$ cat config.mk
export PLATFORM = sky130hd
export DESIGN_NAME = multdiv_iter_flat
export DESIGN_NICKNAME = d
export VERILOG_FILES = /design/src/rtl/multdiv_iter_if.sv /design/src/rtl/multdiv_iter.sv /design/src/flat_wrapper.sv
export SDC_FILE = /design/constraint.sdc
export NUM_CORES = 2
export LEC_CHECK = 0
export ABC_AREA = 1
export BUFFER_PORTS_ARGS = -buffer_cell sky130_fd_sc_hd__buf_2
export CORE_MARGIN = 2
export CORE_UTILIZATION = 56
export CTS_CLUSTER_DIAMETER = 60
export DETAILED_ROUTE_END_ITERATION = 16
export PLACE_DENSITY = 0.8
export SETUP_SLACK_MARGIN = 0.3
export SLEW_MARGIN = 10
export SYNTH_ARGS = -nofsm -noshare
export SYNTH_HDL_FRONTEND = slang
export SYNTH_SLANG_ARGS = --single-unit
export TNS_END_PERCENT = 5
$ cat constraint.sdc
create_clock -name clk -period 12.2 [get_ports clk]
set_clock_uncertainty 0.05 [all_clocks]
set_input_delay 0.61 -clock clk [delete_from_list [all_inputs] [get_ports clk]]
set_output_delay 0.61 -clock clk [all_outputs]
set_load 0.02 [all_outputs]
$ cat src/rtl/multdiv_iter_if.sv
// EXE-stage handshake bundle for the iterative multiply/divide unit.
// The pipeline side drives the operands, start and flush; the unit drives stall, done and HI/LO.
interface multdiv_iter_if #(
    parameter int WIDTH = 32
);
    logic             start_i;
    logic [2:0]       op_i;
    logic [WIDTH-1:0] a_i;
    logic [WIDTH-1:0] b_i;
    logic [WIDTH-1:0] hi_i;
    logic [WIDTH-1:0] lo_i;
    logic             flush_i;
    logic             stall_o;
    logic             done_o;
    logic [WIDTH-1:0] hi_o;
    logic [WIDTH-1:0] lo_o;

    modport master (
        output start_i, op_i, a_i, b_i, hi_i, lo_i, flush_i,
        input  stall_o, done_o, hi_o, lo_o
    );

    modport slave (
        input  start_i, op_i, a_i, b_i, hi_i, lo_i, flush_i,
        output stall_o, done_o, hi_o, lo_o
    );
endinterface

$ cat src/rtl/multdiv_iter.sv
// Iterative MULT/DIV/MADD/MSUB unit: shift-add multiply (MUL_STEP bits per cycle),
// restoring divide (one bit per cycle), sign fix-up and accumulate in FIX, done pulse in DONE.
module multdiv_iter #(
    parameter int WIDTH    = 32,
    parameter int MUL_STEP = 4
) (
    input logic           clk,
    input logic           rst,
    multdiv_iter_if.slave bus
);
    localparam int N  = WIDTH / MUL_STEP;
    localparam int CW = $clog2(WIDTH + 1);
    localparam logic [CW-1:0]      CNT_ONE  = {{(CW-1){1'b0}}, 1'b1};
    localparam logic [CW-1:0]      CNT_ZERO = {CW{1'b0}};
    localparam logic [CW-1:0]      MUL_LAST = CW'(N - 1);
    localparam logic [CW-1:0]      DIV_LAST = CW'(WIDTH - 1);
    localparam logic [WIDTH-1:0]   ZERO_W   = {WIDTH{1'b0}};
    localparam logic [WIDTH-1:0]   ONES_W   = {WIDTH{1'b1}};
    localparam logic [2*WIDTH-1:0] ZERO_2W  = {(2*WIDTH){1'b0}};

    typedef enum logic [2:0] {
        IDLE = 3'd0,
        MUL  = 3'd1,
        DIV  = 3'd2,
        FIX  = 3'd3,
        DONE = 3'd4
    } state_t;

    function automatic logic [WIDTH-1:0] neg_w(input logic [WIDTH-1:0] x);
        return ~x + {{(WIDTH-1){1'b0}}, 1'b1};
    endfunction

    function automatic logic [2*WIDTH-1:0] neg_2w(input logic [2*WIDTH-1:0] x);
        return ~x + {{(2*WIDTH-1){1'b0}}, 1'b1};
    endfunction

    function automatic logic [WIDTH-1:0] mag(input logic [WIDTH-1:0] x, input logic neg);
        return neg ? neg_w(x) : x;
    endfunction

    state_t             state_r, nxt_s, state_s;
    logic [2:0]         op_r;
    logic [CW-1:0]      cnt_r;
    logic [WIDTH-1:0]   a_raw_r;
    logic [2*WIDTH-1:0] opnd_r;
    logic [WIDTH-1:0]   mplier_r;
    logic [2*WIDTH-1:0] acc_r;
    logic [2*WIDTH-1:0] hl_r;
    logic               neg_lo_r, neg_hi_r, div0_r;
    logic [WIDTH-1:0]   hi_r, lo_r;

    logic               accept_s, div_op_s, b_zero_s, a_neg_s, b_neg_s;
    logic [2*WIDTH-1:0] pp_s, div_nxt_s, prod_s, sum_s;
    logic [WIDTH:0]     shl_s, diff_s;
    logic [WIDTH-1:0]   fix_hi_s, fix_lo_s;

    assign accept_s = (state_r == IDLE) && bus.start_i && !bus.flush_i;
    assign div_op_s = (bus.op_i[2:1] == 2'b01);
    assign b_zero_s = (bus.b_i == ZERO_W);
    assign a_neg_s  = !bus.op_i[0] && bus.a_i[WIDTH-1];
    assign b_neg_s  = !bus.op_i[0] && bus.b_i[WIDTH-1];

    // Next-state decode; flush overrides every transition
    always_comb begin
        nxt_s = state_r;
        case (state_r)
            IDLE:    nxt_s = !accept_s ? IDLE : (!div_op_s ? MUL : (b_zero_s ? FIX : DIV));
            MUL:     nxt_s = (cnt_r == MUL_LAST) ? FIX : MUL;
            DIV:     nxt_s = (cnt_r == DIV_LAST) ? FIX : DIV;
            FIX:     nxt_s = DONE;
            DONE:    nxt_s = IDLE;
            default: nxt_s = IDLE;
        endcase
        state_s = bus.flush_i ? IDLE : nxt_s;
    end

    // One multiply digit and one restoring-division bit; acc holds {remainder, dividend/quotient} in DIV
    always_comb begin
        pp_s   = opnd_r * {{(2*WIDTH-MUL_STEP){1'b0}}, mplier_r[MUL_STEP-1:0]};
        shl_s  = {acc_r[2*WIDTH-1:WIDTH], acc_r[WIDTH-1]};
        diff_s = shl_s - {1'b0, opnd_r[WIDTH-1:0]};
        if (diff_s[WIDTH]) begin
            div_nxt_s = {shl_s[WIDTH-1:0], acc_r[WIDTH-2:0], 1'b0};
        end else begin
            div_nxt_s = {diff_s[WIDTH-1:0], acc_r[WIDTH-2:0], 1'b1};
        end
    end

    // Sign correction, accumulate and divide-by-zero result
    always_comb begin
        prod_s = neg_lo_r ? neg_2w(acc_r) : acc_r;
        sum_s  = prod_s;
        case (op_r)
            3'd4, 3'd5: sum_s = hl_r + prod_s;
            3'd6, 3'd7: sum_s = hl_r - prod_s;
            default:    sum_s = prod_s;
        endcase
        if (div0_r) begin
            fix_hi_s = a_raw_r;
            fix_lo_s = ONES_W;
        end else if (op_r[2:1] == 2'b01) begin
            fix_hi_s = mag(acc_r[2*WIDTH-1:WIDTH], neg_hi_r);
            fix_lo_s = mag(acc_r[WIDTH-1:0], neg_lo_r);
        end else begin
            fix_hi_s = sum_s[2*WIDTH-1:WIDTH];
            fix_lo_s = sum_s[WIDTH-1:0];
        end
    end

    // State register
    always_ff @(posedge clk or posedge rst) begin
        if (rst) begin
            state_r <= IDLE;
        end else begin
            state_r <= state_s;
        end
    end

    // Operand capture and iteration datapath
    always_ff @(posedge clk or posedge rst) begin
        if (rst) begin
            op_r     <= 3'd0;
            cnt_r    <= CNT_ZERO;
            a_raw_r  <= ZERO_W;
            opnd_r   <= ZERO_2W;
            mplier_r <= ZERO_W;
            acc_r    <= ZERO_2W;
            hl_r     <= ZERO_2W;
            neg_lo_r <= 1'b0;
            neg_hi_r <= 1'b0;
            div0_r   <= 1'b0;
        end else begin
            case (state_r)
                IDLE: begin
                    if (accept_s) begin
                        op_r     <= bus.op_i;
                        cnt_r    <= CNT_ZERO;
                        a_raw_r  <= bus.a_i;
                        hl_r     <= {bus.hi_i, bus.lo_i};
                        neg_lo_r <= a_neg_s ^ b_neg_s;
                        neg_hi_r <= a_neg_s;
                        div0_r   <= div_op_s && b_zero_s;
                        if (div_op_s) begin
                            acc_r    <= {ZERO_W, mag(bus.a_i, a_neg_s)};
                            opnd_r   <= {ZERO_W, mag(bus.b_i, b_neg_s)};
                            mplier_r <= ZERO_W;
                        end else begin
                            acc_r    <= ZERO_2W;
                            opnd_r   <= {ZERO_W, mag(bus.a_i, a_neg_s)};
                            mplier_r <= mag(bus.b_i, b_neg_s);
                        end
                    end
                end
                MUL: begin
                    acc_r    <= acc_r + pp_s;
                    opnd_r   <= opnd_r << MUL_STEP;
                    mplier_r <= mplier_r >> MUL_STEP;
                    cnt_r    <= cnt_r + CNT_ONE;
                end
                DIV: begin
                    acc_r <= div_nxt_s;
                    cnt_r <= cnt_r + CNT_ONE;
                end
                default: begin
                    cnt_r <= cnt_r;
                end
            endcase
        end
    end

    // Result registers: only an unflushed FIX commits a new HI/LO
    always_ff @(posedge clk or posedge rst) begin
        if (rst) begin
            hi_r <= ZERO_W;
            lo_r <= ZERO_W;
        end else if ((state_r == FIX) && !bus.flush_i) begin
            hi_r <= fix_hi_s;
            lo_r <= fix_lo_s;
        end
    end

    assign bus.stall_o = accept_s || (state_r == MUL) || (state_r == DIV) || (state_r == FIX);
    assign bus.done_o  = (state_r == DONE);
    assign bus.hi_o    = hi_r;
    assign bus.lo_o    = lo_r;
endmodule

$ cat src/flat_wrapper.sv
// flat-port wrapper written by rule: the top's interface ports become plain ports
module multdiv_iter_flat 
#(
    parameter int WIDTH    = 32,
    parameter int MUL_STEP = 4
)
  (clk, rst, bus_start_i, bus_op_i, bus_a_i, bus_b_i, bus_hi_i, bus_lo_i, bus_flush_i, bus_stall_o, bus_done_o, bus_hi_o, bus_lo_o);
  multdiv_iter_if #(.WIDTH(WIDTH)) bus_i ();
  input logic clk;
  input logic rst;
  input wire logic [$bits(bus_i.start_i)-1:0] bus_start_i;
  input wire logic [$bits(bus_i.op_i)-1:0] bus_op_i;
  input wire logic [$bits(bus_i.a_i)-1:0] bus_a_i;
  input wire logic [$bits(bus_i.b_i)-1:0] bus_b_i;
  input wire logic [$bits(bus_i.hi_i)-1:0] bus_hi_i;
  input wire logic [$bits(bus_i.lo_i)-1:0] bus_lo_i;
  input wire logic [$bits(bus_i.flush_i)-1:0] bus_flush_i;
  output wire logic [$bits(bus_i.stall_o)-1:0] bus_stall_o;
  output wire logic [$bits(bus_i.done_o)-1:0] bus_done_o;
  output wire logic [$bits(bus_i.hi_o)-1:0] bus_hi_o;
  output wire logic [$bits(bus_i.lo_o)-1:0] bus_lo_o;
  assign bus_i.start_i = bus_start_i;
  assign bus_i.op_i = bus_op_i;
  assign bus_i.a_i = bus_a_i;
  assign bus_i.b_i = bus_b_i;
  assign bus_i.hi_i = bus_hi_i;
  assign bus_i.lo_i = bus_lo_i;
  assign bus_i.flush_i = bus_flush_i;
  assign bus_stall_o = bus_i.stall_o;
  assign bus_done_o = bus_i.done_o;
  assign bus_hi_o = bus_i.hi_o;
  assign bus_lo_o = bus_i.lo_o;
  multdiv_iter #(.WIDTH(WIDTH), .MUL_STEP(MUL_STEP)) u_core (.clk(clk), .rst(rst), .bus(bus_i));
endmodule
==> impl_results.md <==
- Final Core Density: 0.616
- Power Total: 10.3 mW
- Critical Path AT: 6.76 ns
- Detail Route Antenna Nets: 0
- Logic pwr share: 0.696
- Die span in x: 260 µm
- Vias in the first global route: 37000
- Final WL: 139000 µm
- Worst min path class: in -> async
- Fin. Hold Viols: 0
- Max Fanout on Critical Path: 23
- Vias per inst: 5.86
- Multi-input gate area: 24400 µm²
- Initial antenna violation count: 3
- Avg WL per Cell: 21.1 µm
- Max-slew violation count: 0
- Power share of the clock group: 0.130
- Die area: 67500 µm²
- Clock Latency Late Sink: 0.61 ns
- Post-synth EDFFs: 0
- Drt first pass iters: 6
- Cts repair resizes: 0
- Max Root-Sink Buffers: 3
- CORE AREA: 64600 µm²
- Fin nets: 6174
- Register area: 8360 µm²
- Power Dens Cells: 258 nW/µm²
- Fraction of layout cells with a size suffix above 1: 0.0748
- CTS Root Cell: clkbuf_16
- Initial core utilization: 0.567
- Fillcell total: 6232
- Yosys warns: 0
- Syn Inst Count: 5588
- Clk sinks: 334
- Endpoints failing setup: 0
- HPWL Detailed: 110000 µm
- Synth cell types: 60
- Total GRT Usage: 0.412
- Net Sw Power: 5.87 mW
- CP most frequent cell: nand2_1
- I/O Buffers: 200
- Switching share of power: 0.573
- Remaining DRCs: 0
- First-pass GRT wire length: 214000 µm
- Int Pwr: 4.38 mW
- Yosys reg bits: 334
- Slowest CP cell: nor3_1
- Syn_nets: 6074
- Grt ovf: 0
- Max Cap Violations: 0
- Gpl congestion: 1.06
- H-tree levels: 2
- CTS tree: built
- Setup CP Type: reg -> reg
- Post-Layout Cell Count: 6575
- Number of post-CTS setup repair buffers: 0
- Status: complete, no violations
- Row count: 93
- Hold Buf Count CTS: 0
- # IOs: 201
- Main synth FF type: dfrtp_1
- Mapped Area: 36600 µm²
- Most frequent cells in the layout: nand2_1 (1566), inv_1 (824), nor2_1 (533)
- Worst Tran Pin Value: 1.19 ns
- Crit share post-route: 0.519
- Vias: 38600
- Commonest non-fill, non-tap cell in the layout: nand2_1
- Syn_area_per_cell: 6.55 µm²
- CP Data Required Time: 12.63 ns
- VDD IR max: 0.203 mV
- Seq/Total Area, Yosys: 0.228
- Die span in y: 260 µm
- Post-route setup TNS: 0 ns
- Inst Count DP: 6495
- Fin crit period: 6.34 ns
- Sequential share of power: 0.174
- Fmax: 158 MHz
- Worst Setup End Kind: flip-flop
- Total CTS buffers: 46
- RSZ-0062 raised after global routing: false
- Clock-pin slew on the worst setup and hold paths: 0.06 ns
- Max_slew headroom: 0.199
- Area Growth Syn to Fin: 8.54%
- Async set or reset register ratio after synthesis: 1.00
- Worst setup SP type: flip-flop
- Largest stage delay, worst path: 0.91 ns
- Leakage Power: 21.2 nW
- Starting DRC count in detailed routing: 4214
- Largest net degree at the start of global routing: 82
==> per-layer routing <==
| metal | vias to the layer above | routed length, µm | track usage |
|---|---|---|---|
| met5 | - | 32 | 0 |
| met4 | 4 | 9020 | 0.225 |
| met3 | 358 | 13600 | 0.0739 |
| met2 | 1990 | 59500 | 0.630 |
| met1 | 18000 | 56500 | 0.554 |
| li1 | 18200 | - | - |
==> metrics by stage <==
| step | setup slack, ns | hold WS (ns) | area [µm²] |
|---|---|---|---|
| 6_report | 5.86 | 0.0443 | 39800 |
| 5_1_grt | 5.48 | 0.0903 | 39700 |
| 4_1_cts | 6.29 | 0.0612 | 39700 |
| 3_5_place_dp | 6.32 | 0.410 | 38300 |
| 3_3_place_gp | 6.36 | 0.409 | 38300 |
| 2_1_floorplan | 2.29 | 0.398 | 36600 |
==> power groups by stage <==
stage	clock, mW	sequential [mW]	combinational, mW
4_1_cts	1.35	1.75	6.99
3_5_place_dp	0	1.77	6.94
6_report	1.34	1.78	7.14
3_3_place_gp	0	1.77	6.91
2_1_floorplan	0	1.62	5.05
5_1_grt	1.40	1.80	7.99
==> path summary, 6_finish.rpt <==
check / from / endpoint / slack (ns) / depth (start not counted)
max: u_core.neg_lo_r / u_core.bus.hi_o[30] / 5.86 / 26
min: rst / u_core.hl_r[8] / 0.04 / 2
max reg2reg: u_core.neg_lo_r / u_core.bus.hi_o[30] / 5.86 / 26
min reg2reg: u_core.bus.hi_o[17] / u_core.bus.hi_o[17] / 0.42 / 2
max in group asynchronous: rst / u_core.opnd_r[48] / 9.88 / 4
min in group clk: bus_flush_i / u_core.state_r[0] / 0.15 / 2
==> critical path: cells and delay by family, from the launching register on <==
kind	cells	cell delay, ns
flip-flops	1	0.64
AO/OA/AOI/OAI	6	1.85
buffers and inverters	2	0.57
adder cells (fa/ha/maj)	1	0.35
XOR/XNOR	1	0.19
AND/OR/NAND/NOR	16	2.55
==> registers in the layout, indices dropped and copies added (netlist names), 2 cells and up <==
name	cells
u_core.bus.lo_o	32
u_core.hl_r	64
u_core.mplier_r	32
u_core.opnd_r	64
u_core.state_r	3
u_core.op_r	2
u_core.a_raw_r	32
u_core.acc_r	64
u_core.bus.hi_o	32
u_core.cnt_r	6
==> synthesized netlist by cell type (17+ instances only) <==
| cell | count | area share |
|---|---|---|
| o22ai_1 | 46 | 0.0079 |
| or2_2 | 20 | 0.0034 |
| nand3_1 | 248 | 0.034 |
| a31oi_1 | 63 | 0.011 |
| ha_1 | 167 | 0.057 |
| o21ai_0 | 377 | 0.052 |
| nor2_1 | 534 | 0.055 |
| clkbuf_1 | 146 | 0.015 |
| a21o_1 | 25 | 0.0051 |
| nor4_1 | 19 | 0.0032 |
| fa_1 | 184 | 0.10 |
| nor3_1 | 69 | 0.0094 |
| o221ai_1 | 20 | 0.0048 |
| nand2_2 | 17 | 0.0029 |
| inv_1 | 826 | 0.085 |
| xnor2_1 | 44 | 0.011 |
| xor2_1 | 141 | 0.034 |
| nand4_1 | 28 | 0.0048 |
| dfrtp_1 | 334 | 0.23 |
| a21oi_1 | 425 | 0.058 |
| nand2_1 | 1567 | 0.16 |
| o211ai_1 | 71 | 0.015 |
==> cell families (layout without fill, tap and decap cells) <==
kind of cell               count (synthesis)  in the layout  share of synthesized area
AOI/OAI and AO/OA                       1123           1123                      0.174
adders and majority gates                351            351                      0.158
and+or+nand+nor                         2567           2567                      0.290
other                                      0              1                          0
xor gates and xnor gates                 186            186                     0.0447
buffers and inverters                   1027           1158                      0.106
DFF                                      334            334                      0.228
==> area by class of cell <==
class | count | area share
Tap cell | 855 | 0.0269
Timing Repair Buffer | 231 | 0.0310
Antenna cell | 1 | 0.0000630
Multi-Input combinational cell | 4227 | 0.614
Inverter | 848 | 0.0803
Clock buffer | 57 | 0.0315
Sequential cell | 334 | 0.210
Clock inverter | 22 | 0.00545
Power figures use the tool's default switching activity.
